==> src/rtl/hpu_intr_arb.sv <==
// Core-side interrupt arbiter: registers CLINT pending bits, qualifies them with mie/gie,
// picks one by fixed priority and runs a req/ack handshake into the commit stage.
module hpu_intr_arb #(
  parameter int unsigned INTR_NUM  = 32,
  parameter int unsigned CAUSE_WTH = 5
) (
  input  logic                 clk_i,
  input  logic                 rst_i,
  input  logic [INTR_NUM-1:0]  clint_ctrl__intr_act_i,
  input  logic [INTR_NUM-1:0]  csr_ctrl__mie_i,
  input  logic                 csr_ctrl__gie_i,
  input  logic                 ctrl_intr__block_i,
  input  logic                 ctrl_intr__ack_i,
  output logic                 intr_ctrl__req_o,
  output logic [CAUSE_WTH-1:0] intr_ctrl__cause_o,
  output logic                 intr_ctrl__wake_o
);

  localparam int unsigned ExtW = 1 << CAUSE_WTH;
  localparam int          Top  = INTR_NUM - 1;

  typedef enum logic [1:0] {StIdle, StReq, StHold} state_e;

  state_e                 state_q;
  logic [INTR_NUM-1:0]    pend_q;
  logic                   req_q;
  logic                   wake_q;
  logic [CAUSE_WTH-1:0]   cause_q;

  logic [INTR_NUM-1:0]    eligible;
  logic [ExtW-1:0]        elig_ext;
  logic                   sel_vld;
  logic [CAUSE_WTH-1:0]   sel_idx;
  logic                   cause_elig;

  assign eligible   = pend_q & csr_ctrl__mie_i;
  assign elig_ext   = ExtW'(eligible);
  assign cause_elig = elig_ext[cause_q];

  // Platform interrupts scan high to low so the lowest index is left standing;
  // the three machine-level sources then override in reverse priority order.
  always_comb begin
    sel_vld = 1'b0;
    sel_idx = '0;
    for (int i = Top; i >= 16; i--) begin
      if (eligible[i]) begin
        sel_vld = 1'b1;
        sel_idx = CAUSE_WTH'(i);
      end
    end
    if (eligible[7]) begin
      sel_vld = 1'b1;
      sel_idx = CAUSE_WTH'(7);
    end
    if (eligible[3]) begin
      sel_vld = 1'b1;
      sel_idx = CAUSE_WTH'(3);
    end
    if (eligible[11]) begin
      sel_vld = 1'b1;
      sel_idx = CAUSE_WTH'(11);
    end
  end

  always_ff @(posedge clk_i or negedge rst_i) begin
    if (!rst_i) begin
      state_q <= StIdle;
      pend_q  <= '0;
      req_q   <= 1'b0;
      wake_q  <= 1'b0;
      cause_q <= '0;
    end else begin
      pend_q <= clint_ctrl__intr_act_i;
      wake_q <= |eligible;
      case (state_q)
        StIdle: begin
          if (sel_vld && csr_ctrl__gie_i && !ctrl_intr__block_i) begin
            cause_q <= sel_idx;
            req_q   <= 1'b1;
            state_q <= StReq;
          end
        end
        StReq: begin
          // Ack has precedence over withdraw; cause stays frozen while requesting.
          if (ctrl_intr__ack_i) begin
            req_q   <= 1'b0;
            state_q <= StHold;
          end else if (!cause_elig || !csr_ctrl__gie_i || ctrl_intr__block_i) begin
            req_q   <= 1'b0;
            state_q <= StIdle;
          end
        end
        StHold: begin
          // One quiet cycle lets the trap's mstatus.MIE update take effect.
          req_q   <= 1'b0;
          state_q <= StIdle;
        end
        default: begin
          req_q   <= 1'b0;
          state_q <= StIdle;
        end
      endcase
    end
  end

  assign intr_ctrl__req_o   = req_q;
  assign intr_ctrl__cause_o = cause_q;
  assign intr_ctrl__wake_o  = wake_q;

endmodule

==> config.mk <==
export PLATFORM = sky130hd
export DESIGN_NAME = hpu_intr_arb
export DESIGN_NICKNAME = d
export VERILOG_FILES = /design/src/rtl/hpu_intr_arb.sv
export SDC_FILE = /design/constraint.sdc
export NUM_CORES = 1
export LEC_CHECK = 0
export ABC_CLOCK_PERIOD_IN_PS = 1900
export CORE_MARGIN = 5
export CORE_UTILIZATION = 38
export DETAILED_ROUTE_END_ITERATION = 7
export PLACE_DENSITY = 0.75
export SYNTH_ARGS = -nofsm -noshare
export SYNTH_HDL_FRONTEND = slang
export SYNTH_SLANG_ARGS = --single-unit
==> constraint.sdc <==
create_clock -name clk_i -period 1.9 [get_ports clk_i]
set_clock_uncertainty 0.05 [all_clocks]
set_input_delay 0.285 -clock clk_i [delete_from_list [all_inputs] [get_ports clk_i]]
set_output_delay 0.285 -clock clk_i [all_outputs]
set_load 0.01 [all_outputs]
==> results of run 1 <==
[worst paths after layout]
path | endpoint | slack, ns | cells past startpoint
min in group asynchronous | pend_q[7]$_DFF_PN0_ | 0.42 | 2
worst min register to register | state_q[1]$_DFFE_PN0P_ | 0.49 | 2
worst min-delay path | pend_q[26]$_DFF_PN0_ | 0.38 | 1
worst max-delay path | state_q[0]$_DFFE_PN0P_ | 0.02 | 6
max in group asynchronous | intr_ctrl__cause_o[0]$_DFFE_PN0P_ | 0.89 | 3
worst max register to register | state_q[0]$_DFFE_PN0P_ | 0.04 | 5
[per-layer routing]
layer,share of wire (%),vias to the layer above,wire [um],GRT usage (%)
met1,41,790,2130,21.0
met4,1.9,0,99,5.84
met5,0,-,0,0
met2,51,60,2630,28.7
met3,6.4,11,332,4.40
li1,-,812,-,-
[cells in the mapped netlist, drive strengths merged (3+ instances only)]
master,count
a21oi,4
a22oi,5
dfrtp,40
inv,3
mux2,4
o21ai,3
nor3,3
nand2,40
o2111ai,4
nand3,11
mux4,6
nand2b,3
[power by group]
group | leakage (nW) | internal, mW | total (mW) | switching (mW)
sequential | 0.465 | 0.911 | 0.978 | 0.0663
clock | 0.0541 | 0.388 | 0.685 | 0.296
combinational | 0.778 | 0.353 | 0.572 | 0.219
[area by class of cell]
cell class	instances	area, um^2	area share (%)
Clock inverter	3	42.5	1.41
Timing Repair Buffer	106	998	33.0
Inverter	3	11.3	0.372
Tap cell	67	83.8	2.77
Sequential cell	40	1000	33.1
Multi-Input combinational cell	111	820	27.1
Clock buffer	5	68.8	2.27
[repair_timing]
action | 4_1_cts | 5_1_grt
resized for setup | 1 | 3
endpoints found under the hold margin | 18 | 0
setup endpoints to repair | 2 | 3
pin swaps | 2 | 4
hold buffers | 1 | 0
buffers inserted | 1 | 1
[cell families after synthesis]
kind of cell,after synthesis,share of synthesized area (%)
AOI/OAI and AO/OA,32,14.8
buffers and inverters,6,1.36
DFF,40,54.4
muxes,10,9.79
and+or+nand+nor,69,19.7
[flip-flops by register name, summed over array words and instances, names as in the netlist]
| register | flops |
|---|---|
| intr_ctrl__cause_o | 5 |
| intr_ctrl__wake_o | 1 |
| pend_q | 32 |
| state_q | 2 |
==> summary.txt, run 1 <==
Yosys
  • Distinct cells, synth: 40
  • EDFF count, synth: 0
  • Sequential area share after synthesis: 54.4%
  • Yosys top cell by area: dfrtp_1
  • Ys Warns: 0
  • Async SR Flop Fraction: 100%
  • #FFs+latches synth: 40
  • Post-synth net total: 226
  • Syn Area/Cell: roughly 12 um^2
  • Primary FF master, synth: dfrtp_1
  • Post-Syn Area: 1840 um^2
  • Top cell type's share of synthesized area: 54.4%
  • Synth top area cells: dfrtp_1 (54%), nand2_1 (8.2%), mux4_2 (7.3%), nand3_1 (2.7%), mux2_2 (2.4%)
  • Cell count after synthesis: 157

Drt
  • Via count: 1,673
  • TritonRoute pass-1 iters: 4
  • Final ANT Viol Nets: 0
  • Avg Vias per Cell: roughly 5
  • Post-Route WL: roughly 5200 um
  • Initial drt markers: 83
  • Drt drc: 0
  • Wire length per cell: 15.5 um

Run status
  • Status: complete, no violations

Pwr
  • Power, Total: 2.23 mW
  • Pwr dens: roughly 740 nW/um^2
  • Leakage: 1.30 nW
  • Maximum vdd drop: 0.537 mV

Clock network
  • CTS tree: done
  • # H-tree levels: 2
  • Num CTS Buffers: 5
  • CTS clock-pin slew for the worst setup and hold paths: 0.08 ns
  • Clk_lat worst skew: 0.29 ns
  • # clock sinks: 40
  • Clock Root Buffer: clkbuf_8
  • CTS Buffer Depth: 2

STA
  • Final Cycle Share: between 90% and 100%
  • Final setup viols: 0
  • Peak Freq: between 500 and 600 MHz
  • Slew HR: between 60% and 70%
  • Crit path time final: 1.88 ns
  • Worst setup margin: 0.0226 ns
  • Setup TNS: 0 ns
  • Least-Margin Pin Slew: 0.458 ns
  • Final Hold Fails: 0
  • WHS: around 0.38 ns
  • RSZ-0062 raised after global routing: yes
  • Max-slew violation count: 0

Worst setup path
  • CP cell instances: clkdlybuf4s50_1, a22o_1, nand4b_4, nor4_4, nor2_2, or4_1
  • Crit. End Element: flip-flop
  • RR Startpoint: pend_q[7]$_DFF_PN0_
  • Critical Path Max Stage Delay: 0.49 ns
  • Critical path launch point: csr_ctrl__mie_i[3]
  • Startpoint types: input port
  • Crit path max-delay cell type: or4_1
  • CP Data Required Time: about 2.0 ns
  • CP Class: input port to flip-flop
  • Worst Path Max Fanout: 2
  • Worst EP arrival: 1.99 ns
  • Crit path buf inv count: 1
  • CP delay by family, top: simple AND/OR/NAND/NOR gates

Global route
  • Initial antenna violation count: 0
  • Number of global-route vias before repair: 1,702
  • Gr usage total: 17.0%
  • First-pass GRT wire length: a little over 8000 um
  • Congestion Overflow GR: 0
  • Pin count of the biggest net entering global routing: 23

Cells and area
  • Ant diodes: 0
  • Final instance area: 3030 um^2
  • Share of cells above drive strength 1: 21.6%
  • Post-layout util: between 60 and 70%
  • Synth-to-Final Area Change: 64.4%
  • Finished Layout Cells: 335
  • Layout Nets: 336
  • Most common cell after layout, fill and taps aside: clkdlybuf4s50_1
  • Commonest cells after routing, fill and taps aside: clkdlybuf4s50_1 (72), nand2_1 (40), dfrtp_1 (39), buf_4 (29), nand3_1 (10)
  • Fillers: 393

Floorplan
  • Core Region: roughly 4700 um^2
  • Io pins: 76
  • Die Ht: 79.6 um
  • Number of core rows: 25
  • Initial Util: 39.0%
  • Die Width: 79.6 um
  • Die ar.: 6340 um^2

Placement
  • Routability cong.: about 0.91
  • Inst Count DP: 324
  • IO Port Bufs: 75
  • HPWL after DPL: between 4000 and 5000 um
  • Placed cell areas: 2880 um^2
  • Setup Slack @ Placement: -0.320 ns

Hold path
  • Worst hold path class: input port to flip-flop
  • Worst Min Path Start: clint_ctrl__intr_act_i[26]

Run
  • Total of max-cap violations: 0
No activity file was read; power rests on OpenSTA's default activity.
==> run 2, diff against run 1 <==
ABC_CLOCK_PERIOD_IN_PS = 1790   (was 1900)
CORE_UTILIZATION = 42   (was 38)
PLACE_DENSITY = 0.79   (was 0.75)
clock period = 1.79 ns   (was 1.9 ns; I/O delays follow)
==> run 2 against run 1 <==
  * The run now ends with negative setup slack left
  * Worst hold slack worse by 0.020 ns
  * First-iteration DRC count up 67%
  * Die area down 8.3%
  * Critical path depth down 1
  * Core utilization up 9.1 points
  * Critical path type is now flip-flop to flip-flop
  * Largest cell class is now non-clock buffers
  * Largest power group unchanged
  * Highest routed layer unchanged
==> summary.txt, run 2 (synthesized netlist as in run 1, its figures left out) <==
Worst setup path
  • CP delay by family, top: simple AND/OR/NAND/NOR gates
  • CP Data Required Time: 1.91 ns
  • Worst R2R Setup Slack: -0.02 ns
  • RR Startpoint: pend_q[30]$_DFF_PN0_
  • Worst R2R Path Depth: 5
  • R2R Path End: state_q[0]$_DFFE_PN0P_
  • Worst Path Max Fanout: 2
  • Startpoint types: flip-flop
  • Crit path buf inv count: 0
  • Crit. End Element: flip-flop
  • Critical Path Max Stage Delay: 0.50 ns
  • Worst EP arrival: 1.92 ns
  • CP cell instances: a22oi_2, nand3_2, nor4_4, nor2_2, or4_1
  • Crit path max-delay cell type: or4_1
  • Critical path launch point: pend_q[30]$_DFF_PN0_
  • CP Class: flip-flop to flip-flop

Hold path
  • Worst Min Path Start: clint_ctrl__intr_act_i[29]
  • Worst hold path class: input port to flip-flop
  • Hold endpoint: pend_q[29]$_DFF_PN0_
  • Hold path cells: 1

Floorplan
  • Die Width: roughly 76 um
  • Initial Util: 42.9%
  • Die Ht: 76.2 um
  • Number of core rows: 24
  • Io pins: 76
  • Core Region: 4290 um^2
  • Die ar.: roughly 5800 um^2

Pwr
  • Logic pwr share: 28.7%
  • Share of power burned in registers: 44.9%
  • Cell internal pwr: 1.69 mW
  • Pwr dens: about 740 nW/um^2
  • Clock power frac: 26.4%
  • Switch Pwr: between 0.6 and 0.7 mW
  • Net Sw Frac: 26.8%
  • Leakage: 1.38 nW
  • Maximum vdd drop: 0.447 mV

STA
  • Final Cycle Share: 101%
  • Worst setup margin: -0.0170 ns
  • Setup TNS: -0.0170 ns
  • RSZ-0062 raised after global routing: yes
  • Slew HR: between 60% and 70%
  • Final Hold Fails: 0
  • Peak Freq: approximately 550 MHz
  • Crit path time final: 1.81 ns
  • Least-Margin Pin Slew: approximately 0.49 ns
  • Final setup viols: 1
  • Max-slew violation count: 0

Cells and area
  • Layout Nets: 354
  • Max FFs per register: 32
  • Area of the multi-input gates: 851 um^2
  • Commonest cells after routing, fill and taps aside: clkdlybuf4s50_1 (70), buf_4 (47), dfrtp_1 (39), nand2_1 (38), nand3_1 (9)
  • Ant diodes: 0
  • Biggest register: pend_q
  • Share of cells above drive strength 1: between 20% and 30%
  • Reg area: 1000 um^2
  • Synth-to-Final Area Change: 70.6%
  • Fillers: 296
  • Most common cell after layout, fill and taps aside: clkdlybuf4s50_1
  • Final instance area: 3140 um^2

Drt
  • TritonRoute pass-1 iters: 5
  • Wire length per cell: 15.2 um
  • Avg Vias per Cell: between 5 and 6
  • Via count: between 1,500 and 2,000
  • Drt drc: 0
  • Final ANT Viol Nets: 0
  • Initial drt markers: roughly 140
  • Post-Route WL: 5150 um

Run status
  • Failing checks: negative setup slack
  • Status: finished, violations left

Global route
  • Number of global-route vias before repair: around 1,800
  • Congestion Overflow GR: 0
  • Gr usage total: ~18%
  • Pin count of the biggest net entering global routing: slightly above 40
  • First-pass GRT wire length: 8380 um
  • Initial antenna violation count: 0

Clock network
  • CTS Buffer Depth: 2
  • Clock Root Buffer: clkbuf_8
  • # clock sinks: 40
  • CTS clock-pin slew for the worst setup and hold paths: 0.07 ns
  • CTS tree: done
  • Clk_lat worst skew: 0.29 ns
  • # H-tree levels: 2
  • Num CTS Buffers: 5

Placement
  • IO Port Bufs: 75
  • HPWL after DPL: 4070 um
  • Placed cell areas: roughly 2900 um^2
  • Routability cong.: roughly 0.96

Run
  • Total of max-cap violations: 0
run 2: cell count changes in the layout (fill, tap and decap cells not counted), moves of 2 or more:
cell	delta
buf_4	+18
clkdlybuf4s50_1	-2
nand2_1	-2
dlygate4sd2_1	+3
nand2_2	+2
run 2: area by class of cell:
class                   count  share of cell area [%]
well taps                  52                    2.07
flip-flops and latches     40                    31.9
clock buffers               6                    2.63
inverters                   3                   0.359
repair buffers            124                    35.6
clock inverters             2                   0.319
multi-input cells         111                    27.1
run 2: through the flow:
stage | utilization, % | setup slack (ns) | instances | hold slack (ns) | power (mW)
after floorplan | - | -0.0906 | 157 | -0.0771 | 1.29
after global placement | 68.6 | -0.378 | 322 | 0.296 | 1.66
after detailed placement | 68.6 | -0.438 | 322 | 0.303 | 1.67
after CTS | 71.7 | -0.0283 | 333 | 0.350 | 2.29
after global routing | 73.1 | -0.0854 | 338 | 0.346 | 2.42
final | 73.1 | -0.0170 | 338 | 0.355 | 2.31
run 2: worst max path at each step:
stage	endpoint	cells after the start	slack, ns
2_1_floorplan	state_q[0]$_DFFE_PN0P_	5	-0.09
3_3_place_gp	state_q[0]$_DFFE_PN0P_	6	-0.38
3_5_place_dp	state_q[0]$_DFFE_PN0P_	6	-0.44
4_1_cts	state_q[0]$_DFFE_PN0P_	5	-0.03
5_1_grt	state_q[0]$_DFFE_PN0P_	6	-0.09
6_report	state_q[0]$_DFFE_PN0P_	5	-0.02
run 2: per-layer routing:
metal,wire length [um],up-vias,GRT usage (%)
met3,375,9,4.26
met1,2080,805,22.8
met5,0,-,0
li1,-,839,-
met4,97,0,7.34
met2,2590,71,29.5
run 2: power groups by stage:
stage	clock network [mW]	registers, mW	logic [mW]
floorplan	0	1.04	0.249
global placement	0	1.05	0.614
detailed placement	0	1.05	0.618
CTS	0.626	1.03	0.631
global route	0.661	1.04	0.711
finish	0.609	1.04	0.664
run 2: repair_timing:
action,CTS,global route
resized for setup,9,6
endpoints found under the hold margin,40,0
setup endpoints to repair,3,3
pin swaps,4,5
setup buffers,2,5
hold buffers,1,0
==> run 3, diff against run 2 <==
GPL_ROUTABILITY_DRIVEN = 0   (was default)
==> run 3 against run 2 <==
  * Fmax shrank 4.0%
  * First-iteration DRC count is 14% lower
  * Register-to-register slack got worse by 0.08 ns
  * Die area is the same
  * The flow still finishes with violations (negative setup slack)
  * Via count grew 2.9%
  * Cell count stayed put
==> summary.txt, run 3 (synthesized netlist as in run 1, its figures left out) <==
Run status
  • Status: finished, violations left
  • Failing checks: negative setup slack

Placement
  • Setup Slack @ Placement: -0.410 ns
  • Inst Count DP: 322
  • IO Port Bufs: 75
  • HPWL after DPL: 4240 um

STA
  • Final Cycle Share: 105%
  • RSZ-0062 raised after global routing: yes
  • Slew HR: 68.2%
  • Crit path time final: 1.88 ns
  • Least-Margin Pin Slew: about 0.48 ns
  • Final Hold Fails: 0
  • Worst setup margin: -0.0926 ns
  • Final setup viols: 2
  • Max-slew violation count: 0
  • Peak Freq: approximately 530 MHz

Worst setup path
  • Critical path launch point: pend_q[29]$_DFF_PN0_
  • RR Startpoint: pend_q[29]$_DFF_PN0_
  • Worst EP arrival: 2.00 ns
  • CP Class: flip-flop to flip-flop
  • Worst Path Max Fanout: 2
  • Startpoint types: flip-flop
  • CP Data Required Time: 1.91 ns
  • Crit. End Element: flip-flop

Clock network
  • # H-tree levels: 2
  • Clk_lat worst skew: 0.30 ns
  • CTS Buffer Depth: 2
  • CTS clock-pin slew for the worst setup and hold paths: approximately 0.090 ns
  • # clock sinks: 40
  • Num CTS Buffers: 5
  • Clock Root Buffer: clkbuf_8
  • CTS tree: done

Cells and area
  • Share of cells above drive strength 1: 29.4%
  • Fillers: 291
  • Finished Layout Cells: 338
  • Synth-to-Final Area Change: 71.0%
  • Ant diodes: 0
  • Post-layout util: approximately 73%
  • Commonest cells after routing, fill and taps aside: clkdlybuf4s50_1 (71), buf_4 (46), nand2_1 (38), dfrtp_1 (38), nand3_1 (8)
  • Most common cell after layout, fill and taps aside: clkdlybuf4s50_1
  • Biggest register: pend_q
  • Layout Nets: 354
  • Max FFs per register: 32

Pwr
  • Maximum vdd drop: 0.637 mV
  • Pwr dens: ~740 nW/um^2
  • Leakage: 1.37 nW

Floorplan
  • Die ar.: 5810 um^2
  • Number of core rows: 24
  • Io pins: 76
  • Die Ht: 76.2 um
  • Initial Util: 42.9%
  • Die Width: 76.2 um
  • Core Region: between 4000 and 5000 um^2

Drt
  • Drt drc: 0
  • Avg Vias per Cell: between 5 and 6
  • TritonRoute pass-1 iters: 4
  • Initial drt markers: 120
  • Final ANT Viol Nets: 0
  • Via count: about 1,800
  • Post-Route WL: 5610 um
  • Wire length per cell: 16.6 um

Global route
  • First-pass GRT wire length: around 9100 um
  • Initial antenna violation count: 0
  • Number of global-route vias before repair: 1,959
  • Congestion Overflow GR: 0
  • Gr usage total: 19.5%
  • Pin count of the biggest net entering global routing: 22

Run
  • Total of max-cap violations: 0

Hold path
  • Worst Min Path Start: clint_ctrl__intr_act_i[29]
  • Worst hold path class: input port to flip-flop
## run 3: repair_timing
action / 4_1_cts / 5_1_grt
pin swaps: 6 / 2
endpoints found under the hold margin: 19 / 0
hold buffers: 1 / 0
buffers inserted: 5 / 2
gates resized for setup: 9 / 6
setup endpoints to repair: 3 / 5
## run 3: worst paths after layout
check,endpoint,slack (ns),depth (start not counted)
max,state_q[0]$_DFFE_PN0P_,-0.09,5
min,pend_q[29]$_DFF_PN0_,0.34,1
max reg2reg,state_q[0]$_DFFE_PN0P_,-0.09,5
min reg2reg,state_q[1]$_DFFE_PN0P_,0.49,2
max in group asynchronous,intr_ctrl__cause_o[2]$_DFFE_PN0P_,0.79,3
min in group asynchronous,pend_q[24]$_DFF_PN0_,0.41,2
## run 3: area by class of cell
type	count	area (um^2)	share of cell area, %
clock buffers	6	82.6	2.62
clock inverters	2	10.0	0.318
flip-flops and latches	40	1000	31.9
inverters	3	11.3	0.358
well taps	52	65.1	2.07
repair buffers	124	1130	35.9
multi-input cells	111	846	26.9
## run 3: worst max-delay path, stage by stage (launching register included)
cell     delay, ns
dfrtp_1       0.42
a22oi_2       0.25
nand3_2       0.14
nor4_4        0.32
nor2_2        0.07
or4_1         0.49
## run 3: routing by layer
| metal | GRT usage (%) | part of all wire [%] | vias up |
|---|---|---|---|
| li1 | - | - | 846 |
| met1 | 23.6 | 40 | 820 |
| met2 | 32.1 | 50 | 90 |
| met3 | 6.26 | 7.0 | 18 |
| met4 | 7.87 | 2.1 | 0 |
| met5 | 0 | 0 | - |
## run 3: metrics by stage
stage / area [um^2] / setup TNS [ns] / hold WS, ns / total power [mW]
2_1_floorplan: 1840 / -0.0906 / -0.0771 / 1.29
3_3_place_gp: 2960 / -1.47 / 0.197 / 1.67
3_5_place_dp: 2960 / -1.68 / 0.198 / 1.68
4_1_cts: 3120 / -0.0230 / 0.342 / 2.32
5_1_grt: 3150 / -0.171 / 0.326 / 2.45
6_report: 3150 / -0.102 / 0.340 / 2.34
## run 3: power breakdown
group | switching [mW] | internal, mW | leakage [nW]
logic | 0.253 | 0.415 | 0.856
clock network | 0.324 | 0.308 | 0.0510
registers | 0.0725 | 0.968 | 0.464
total | 0.650 | 1.69 | 1.37
==> RTL edit 1 (flow settings as in run 1) <==
Put one more register stage on the output `intr_ctrl__wake_o`, with the module's reset. The value now appears one clock later. The other outputs are not delayed to match.
--- a/src/rtl/hpu_intr_arb.sv
+++ b/src/rtl/hpu_intr_arb.sv
@@ -105,7 +105,13 @@
 
   assign intr_ctrl__req_o   = req_q;
   assign intr_ctrl__cause_o = cause_q;
-  assign intr_ctrl__wake_o  = wake_q;
+  always_ff @(posedge clk_i or negedge rst_i) begin
+    if (!rst_i) begin
+      intr_ctrl__wake_o <= '0;
+    end else begin
+      intr_ctrl__wake_o <= wake_q;
+    end
+  end
 
 endmodule
 
Behaviour: not the same (Yosys sat finds a counterexample within 4 cycles, from zero or initial values and one cycle with rst_i low).
==> RTL edit 1 against run 1 <==
- the run now ends with negative hold slack left
- routed wire length decreased by 0.73%
- sequential share of layout area increased by 0.55 points
- final area increased by 0.83%
- worst setup slack improved by 0.034 ns
- fmax increased by 1.8%
- sequential cell count increased by 1
- area after synthesis increased by 1.4%
- power decreased by 5.6%
- via count increased by 0.60%
- critical endpoint unchanged
- largest cell class unchanged
==> RTL edit 1: results (changes against run 1) <==
status: "finished with violations"
violations: "negative hold slack"
ys_ff_latch: 41  # +2.5%
seq_area_frac_synth: 0.550  # +0.00612
cts_buffers: 5  # unchanged
grt_pass1_wl_mm: 8.18  # +0.17%
grt_use_total: 0.169  # -0.00126
fmax_mhz: 542  # +1.8%
post_cts_buffers: 2  # +1
ir_drop_mv: 0.460  # -14%
antenna_found_initial: 0  # unchanged
viasPerCell: 4.98  # -0.30%
wl_mm: 5.16  # -0.73%
nets: 341  # +1.5%
synth_area_per_cell_um2: 11.8  # +0.72%
dpl-instance-area_um2: 2910  # +0.96%
whs_ns: -0.00872  # -0.384 ns
final_layout_size_suffix_gt1_frac: 0.240  # +0.0234
hp-class: "in2async"
synthMuxAreaShare: 0.0966  # -0.00131
slew_headroom: 0.670  # -0.0248
reg2reg_slack_ns: 0.07  # +0.03 ns
cts-resized-gates: 4  # +3
rr_worst_depth: 5  # unchanged
routedWlPerCell_um: 15.3  # -1.6%
synth.lib_cells_used.distinct: 40  # unchanged
grt_pass1_vias: 1733  # +1.8%
drt_first_iter_violations: 132  # +59%
cp.arrival_ns: 1.96  # -0.03 ns
r2r_start: "intr_ctrl__cause_o[0]$_DFFE_PN0P_"
dp_slack_ns: -0.316  # +0.00410 ns
cp-startpoint: "csr_ctrl__mie_i[30]"
synth_area_leaders: "dfrtp_1, nand2_1, mux4_2"
place_hpwl_mm: 4.15  # -2.9%
place_congestion: 0.928  # +2.0%
grt_max_degree: 42  # +83%
syn-num-nets: 227  # +0.44%
hold_viol: 28  # +28
synth_common_cells: "dfrtp_1, nand2_1, nand3_1"
placedCellCount: 327  # +0.93%
synth_compound_area_frac: 0.146  # -0.00198
synthArstFlopShare: 1.00  # unchanged
synthXorXnorAreaFrac: 0  # unchanged
power.leakage_nw: 1.32  # +2.0%
cts_buffer_depth: 2  # unchanged
## RTL edit 1: cell types whose count changed after synthesis
cell,delta
dfrtp_1,+1
## RTL edit 1: cell type report
type,instances,area [µm²]
inverters,3,11.3
repair buffers,110,1010
multi-input cells,111,843
flip-flops and latches,41,1030
fillers,390,1700
well taps,67,83.8
clock inverters,1,5.00
clock buffers,5,68.8
## RTL edit 1: power by group
| group | internal [mW] | leakage [nW] | switching [mW] |
|---|---|---|---|
| Combinational | 0.362 | 0.810 | 0.228 |
| Clock | 0.242 | 0.0399 | 0.280 |
| Sequential | 0.933 | 0.474 | 0.0633 |
| Total | 1.54 | 1.32 | 0.572 |
## RTL edit 1: metal layers
metal | vias up | track usage | routed length, µm
met5 | - | 0 | 0
met4 | 0 | 0.0760 | 109
met3 | 8 | 0.0291 | 260
met2 | 59 | 0.284 | 2660
met1 | 795 | 0.212 | 2120
li1 | 821 | - | -
## RTL edit 1: cell families after synthesis
group           Yosys count
simple gates             69
flops                    41
compound gates           32
mux                      10
buf+inv                   6
==> RTL edit 2 (settings of run 1) <==
Made on the original files. `INTR_NUM`: 32 -> 64.
--- a/src/rtl/hpu_intr_arb.sv
+++ b/src/rtl/hpu_intr_arb.sv
@@ -1,7 +1,7 @@
 // Core-side interrupt arbiter: registers CLINT pending bits, qualifies them with mie/gie,
 // picks one by fixed priority and runs a req/ack handshake into the commit stage.
 module hpu_intr_arb #(
-  parameter int unsigned INTR_NUM  = 32,
+  parameter int unsigned INTR_NUM  = 64,
   parameter int unsigned CAUSE_WTH = 5
 ) (
   input  logic                 clk_i,
Interface: changed (resized clint_ctrl__intr_act_i and csr_ctrl__mie_i); port bits go from 76 to 140. The function was not compared with the original's and may differ.
==> RTL edit 2 against run 1 <==
- the flow now finishes with violations (negative hold slack, negative setup slack)
- power grew 64%
- area after synthesis increased by 71%
- final area increased by 75%
- clock power rose by 50%
- critical path type is now reg2reg
- worst hold slack worse by 0.38 ns
- routed wire length rose by 84%
- combinational power rose by 60%
- sequential cell count grew 32
- largest cell class is now buffers
- worst setup slack got worse by 0.049 ns
==> RTL edit 2: results (changes against run 1) <==
placedCellCount: 558  # +72%
met1_usage: 0.229  # +0.0190
finalWorstSetupSlack_ns: -0.0265  # -0.0491 ns
cts.htree.levels: 3  # +1
n_all_buffers: 198  # +87%
hp-class: "in2async"
vias: 3005  # +80%
cp_slowest_cell: "mux4_2"
seq_area_frac_synth: 0.573  # +0.0296
final_cell_area_um2: 5300  # +75%
cts-resized-gates: 4  # +3
clk_latency_ns: 0.34  # +0.05 ns
whs_ns: -0.000188  # -0.375 ns
drt_first_iter_violations: 92  # +11%
synth_common_cells: "dfrtp_1, nand2_1, a22oi_1"
grt_max_degree: 73  # +220%
fillers: 657  # +67%
routedWlPerCell_um: 16.7  # +7.5%
place_hpwl_mm: 7.84  # +83%
synth.lib_cells_used.distinct: 44  # +10%
status: "finished with violations"
grt_use_met3: 0.0547  # +0.0107
hold_viol: 1  # +1
wl_mm: 9.58  # +84%
synth_cells: 259  # +65%
grt_pass1_vias: 3252  # +91%
violations: "negative hold slack, negative setup slack"
slew_headroom: 0.409  # -0.285
ir_drop_mv: 0.373  # -31%
use_met2: 0.327  # +0.0394
final-setup-viol-count: 2  # +2
largest_reg_flops: 64  # +100%
final-nonclk-buf-share: 0.348  # +0.0179
RTL edit 2: path summary, 6_finish.rpt:
check	slack [ns]	start	end	depth (start not counted)
min in group clk_i	0.32	clint_ctrl__intr_act_i[60]	pend_q[60]$_DFF_PN0_	1
min reg2reg	0.53	state_q[1]$_DFFE_PN0P_	state_q[1]$_DFFE_PN0P_	1
max in group asynchronous	1.17	rst_i	intr_ctrl__cause_o[2]$_DFFE_PN0P_	1
max reg2reg	-0.03	intr_ctrl__cause_o[0]$_DFFE_PN0P_	state_q[0]$_DFFE_PN0P_	4
max	-0.03	intr_ctrl__cause_o[0]$_DFFE_PN0P_	state_q[0]$_DFFE_PN0P_	4
min	-0.0002	rst_i	pend_q[4]$_DFF_PN0_	1
RTL edit 2: report_power, final:
group,switching (mW),internal (mW)
clock network,0.563,0.467
registers,0.0914,1.63
logic,0.325,0.590
total,0.980,2.68
